**config.mk**
```make
export PLATFORM = sky130hd
export DESIGN_NAME = sram_bus_adapter
export DESIGN_NICKNAME = d
export VERILOG_FILES = /design/src/rtl/sram_bus_adapter.sv
export SDC_FILE = /design/constraint.sdc
export NUM_CORES = 1
export LEC_CHECK = 0
export BUFFER_PORTS_ARGS = -buffer_cell sky130_fd_sc_hd__buf_2
export CORE_MARGIN = 2
export CORE_UTILIZATION = 49
export CTS_CLUSTER_DIAMETER = 40
export DETAILED_ROUTE_END_ITERATION = 8
export HOLD_SLACK_MARGIN = 0.15
export PLACE_DENSITY = 0.9
export SYNTH_ARGS = -nofsm -noshare
export SYNTH_HDL_FRONTEND = slang
export SYNTH_SLANG_ARGS = --single-unit
```
**constraint.sdc**
```tcl
create_clock -name clk -period 3.3 [get_ports clk]
set_input_delay 0.165 -clock clk [delete_from_list [all_inputs] [get_ports clk]]
set_output_delay 0.165 -clock clk [all_outputs]
set_load 0.02 [all_outputs]
```
**src/rtl/sram_bus_adapter.sv**
```systemverilog
// Bridges the CPU req/gnt + recv/ack bus onto a single-cycle SRAM/ROM macro,
// with a two-entry response path (s1 + hold) so the bus can stall responses.
module sram_bus_adapter #(
    parameter int          ADDR_W    = 12,
    parameter logic [31:0] BASE_ADDR = 32'h0000_0000,
    parameter bit          READ_ONLY = 1'b1
) (
    input  logic              clk,
    input  logic              reset,
    input  logic              bus_req,
    output logic              bus_gnt,
    input  logic              bus_wen,
    input  logic [3:0]        bus_strb,
    input  logic [31:0]       bus_addr,
    input  logic [31:0]       bus_wdata,
    output logic              bus_recv,
    input  logic              bus_ack,
    output logic              bus_error,
    output logic [31:0]       bus_rdata,
    output logic              mem_cen,
    output logic [ADDR_W-1:0] mem_addr,
    output logic [31:0]       mem_wdata,
    output logic [3:0]        mem_wstrb,
    input  logic [31:0]       mem_rdata
);

    logic        acc, hit, bad, ack;
    logic        s1_valid, s1_err, s1_held;
    logic [31:0] s1_data, s1_rd;
    logic        hold_valid, hold_err;
    logic [31:0] hold_data;
    logic        s1_stall;

    assign bus_gnt = !reset && !hold_valid;
    assign acc     = bus_req && bus_gnt;
    assign hit     = (bus_addr[31:ADDR_W] == BASE_ADDR[31:ADDR_W]);
    assign bad     = !hit || (READ_ONLY && bus_wen);

    assign mem_cen   = acc && !bad;
    assign mem_addr  = bus_addr[ADDR_W-1:0];
    assign mem_wdata = bus_wdata;
    assign mem_wstrb = (acc && !bad && bus_wen && !READ_ONLY) ? bus_strb : 4'b0000;

    // Once s1 has waited behind hold for a cycle, the macro output may have
    // moved on, so the word is frozen in s1_data.
    assign s1_rd = s1_held ? s1_data : (s1_err ? 32'h0 : mem_rdata);

    always_comb begin
        bus_recv  = 1'b0;
        bus_error = 1'b0;
        bus_rdata = 32'h0;
        if (!reset) begin
            bus_recv = hold_valid || s1_valid;
            if (hold_valid) begin
                bus_error = hold_err;
                bus_rdata = hold_data;
            end else if (s1_valid) begin
                bus_error = s1_err;
                bus_rdata = s1_rd;
            end
        end
    end

    assign ack      = bus_recv && bus_ack;
    // s1 cannot advance while hold is occupied and not being consumed.
    assign s1_stall = s1_valid && hold_valid && !ack;

    always_ff @(posedge clk) begin
        if (reset) begin
            s1_valid <= 1'b0;
            s1_err   <= 1'b0;
            s1_held  <= 1'b0;
            s1_data  <= 32'h0;
        end else if (s1_stall) begin
            s1_held <= 1'b1;
            s1_data <= s1_rd;
        end else begin
            s1_valid <= acc;
            s1_err   <= bad;
            s1_held  <= 1'b0;
        end
    end

    always_ff @(posedge clk) begin
        if (reset) begin
            hold_valid <= 1'b0;
            hold_err   <= 1'b0;
            hold_data  <= 32'h0;
        end else if (hold_valid && ack) begin
            if (s1_valid) begin
                hold_data <= s1_rd;
                hold_err  <= s1_err;
            end else begin
                hold_valid <= 1'b0;
            end
        end else if (!hold_valid && s1_valid && !ack) begin
            hold_valid <= 1'b1;
            hold_data  <= s1_rd;
            hold_err   <= s1_err;
        end
    end

endmodule

```
==> impl_results.md <==
- Reg2Reg Setup Slack: 1.33 ns
- Crit path kind: reg2out
- Placed inst area: 3750 µm²
- First drt pass iteration count: 4
- Post-synthesis mux area share: 0.00685
- Leakage dissipation: 1.57 nW
- Critical path data required time: 3.13 ns
- Root buffer cell: clkbuf_8
- Clk sinks: 69
- Sequential share of the synthesized area: 0.378
- Initial Util: 0.503
- Row count: 31
- Vias: 3184
- Fin Clk Skew: 0.00759 ns
- Post CTS Setup Buffer Count: 0
- Total Routed Length: 8830 µm
- Number of synthesized flops with an enable pin: 0
- Worst-margin pin slew: 0.931 ns
- Worst min-delay path category: in2reg
- I/O Pins: 189
- Die height: 90.3 µm
- Worst path top cell family by delay: simple AND/OR/NAND/NOR gates
- Ys async rst share: 0
- Area taken by multi-input logic gates: 1720 µm²
- Post-route ant nets: 0
- Initial antenna violation count: 0
- Final setup TNS: 0 ns
- N_diodes: 0
- Status: complete, no violations
- Gpl congestion: 0.714
- Total CTS buffers: 9
- Synth Area in Compound Gates: 0.266
- Fin crit share: 0.722
- Post-Synth Adder-Cell Area: 0
- WP buf/inv: 2
- Post-DR wirelength/cell: 15.2 µm
- Crit Path Max Fanout: 19
- Pwr Density: 501 nW/µm²
- Largest net degree at the start of global routing: 72
- Die Area: 8160 µm²
- CTS Hold Bufs: 4
- Max Buffers Root-to-Sink: 2
- Yosys cell types: 28
- Nets: 581
- Yosys reg bits: 69
- Cells after Synth: 445
- Synth Area in XOR/XNOR: 0
- Maximum vdd drop: 244 µV
- Utilization after layout: 0.559
- Core area: 7250 µm²
- Area Overhead vs Synth: 11.0%
- Number of global-route vias before repair: 3096
- Synth Cell Area: 3650 µm²
- H-Tree Depth: 3
- CP max-delay cell: nor2_2
- Tmin final: 2.38 ns
- Worst hold slack: 0.170 ns
- Critical path endpoint category: primary output
- Clock latency on the worst-skew pair: 0.34 ns
- Die W: 90.3 µm
- Most used DFF post-synth: dfxtp_1
- Data arrival, critical path: 2.22 ns
- RSZ-0062 raised after global routing: false
- Slew margin rel.: 0.379
- Mean Syn Cell Area: 8.20 µm²
- CTS resizes: 0
- Critical Path, Cell by Cell: nor2_2 > buf_12 > a22oi_1 > nand2b_1 > a21oi_1 > buf_2
- CTS tree: yes
- Hold Vio Cnt, Final: 0
- Area taken by flip-flops and latches: 1380 µm²
- Final Max Tran Viols: 0
- Layout cell share with drive strength beyond 1: 0.310
- Final setup violating endpoints: 0
- All-Layer GR Usage: 0.214
- Initial detailed-routing violation count: 141
- Clock transition at path regs: 0.08 ns
- Synth Area in Simple Gates: 0.193
- Setup crit start kind: flop
- Crit-path max cell delay: 0.60 ns
- # DRC: 0
- DP HPWL: 5490 µm
- First-pass GRT wire length: 14400 µm
- Final Cell Area: 4050 µm²
- Largest family of logic cells by synthesized area: compound AO/OA/AOI/OAI gates
- Gr ovfl total: 0
- Via-to-Cell Ratio: 5.49
- PortBufs: 92
- Max Freq: 420 MHz
- Ys Warns: 0
- Power, Total: 0.00203 W
- Fillers: 667
- Max cap viols: 0
==> where the power goes <==
part	switching [W]	internal [W]	total (W)
registers	0.0000174	0.000864	0.000882
logic	0.000155	0.0000967	0.000251
clock network	0.000321	0.000576	0.000897
total	0.000493	0.00154	0.00203
==> Yosys cell counts (3+ instances only) <==
| cell type | number | share of area |
|---|---|---|
| a22oi_1 | 32 | 0.066 |
| buf_2 | 5 | 0.0069 |
| a211oi_2 | 30 | 0.10 |
| buf_6 | 6 | 0.019 |
| nor2_1 | 36 | 0.037 |
| dfxtp_1 | 69 | 0.38 |
| o21ai_0 | 34 | 0.047 |
| nand2b_1 | 32 | 0.055 |
| clkbuf_1 | 24 | 0.025 |
| a21oi_1 | 34 | 0.047 |
| inv_1 | 3 | 0.0031 |
| nor4_1 | 4 | 0.0069 |
| buf_4 | 49 | 0.10 |
| nor2b_1 | 3 | 0.0051 |
| nand2_1 | 69 | 0.071 |
==> registers in the layout, summed over array words and instances, names as in the netlist <==
name and cells:
hold_data 32, s1_data 32, s1_held 1, s1_valid 1
hold_valid 1, s1_err 1, hold_err 1
==> stage by stage <==
step	cells	setup WS (ns)
after detailed placement	560	1.21
after floorplan	448	1.74
after global placement	560	1.28
after global routing	580	0.772
final	580	0.918
after CTS	580	0.918
==> layer usage <==
layer,track usage,part of all wire,up-vias
met3,0.0459,0.069,21
met5,0,0,-
met4,0.0897,0.014,0
met2,0.376,0.50,135
met1,0.251,0.42,1499
li1,-,-,1529
==> final timing paths <==
kind	from	to	depth (start not counted)
max	s1_err	bus_rdata[25]	6
min	mem_rdata[11]	s1_data[11]	3
max reg2reg	hold_valid	hold_data[30]	5
min reg2reg	s1_data[11]	s1_data[11]	2
==> cells by family (layout without fill, tap and decap cells) <==
kind of cell,Yosys count,count (layout)
compound gates,132,132
flops,69,69
simple gates,153,153
buf+inv,88,121
other cells,1,4
mux,2,2
==> worst register-to-register path: stages, from the launching register on <==
cell      delay, ns
dfxtp_1        0.31
buf_4          0.27
nor2b_4        0.17
mux2_4         0.72
nor2_1         0.15
a211oi_1       0.26
==> area by class of cell <==
cell class / instances / share of cell area
Multi-Input combinational cell: 291 / 0.424
Sequential cell: 69 / 0.341
Timing Repair Buffer: 102 / 0.138
Clock inverter: 7 / 0.0340
Clock buffer: 9 / 0.0306
Tap cell: 99 / 0.0306
Inverter: 3 / 0.00278
==> cells in the final DEF, fill, tap and decap left out, drive strengths merged <==
| cell | count |
|---|---|
| clkbuf | 9 |
| or2 | 1 |
| nand2 | 69 |
| a21oi | 34 |
| o21ai | 34 |
| mux2 | 1 |
| buf | 98 |
| clkinv | 2 |
| nor4 | 4 |
| dlygate4sd3 | 4 |
| a211oi | 32 |
| bufinv | 4 |
| nand3b | 2 |
| nand2b | 32 |
| inv | 3 |
| or4 | 1 |
| a22oi | 32 |
| dfxtp | 69 |
| nor2b | 4 |
| mux2i | 1 |
| clkinvlp | 1 |
| and2 | 1 |
| nor3 | 1 |
| nor2 | 37 |
| conb | 4 |
| nand4 | 1 |
(Power assumes the default switching activity.)
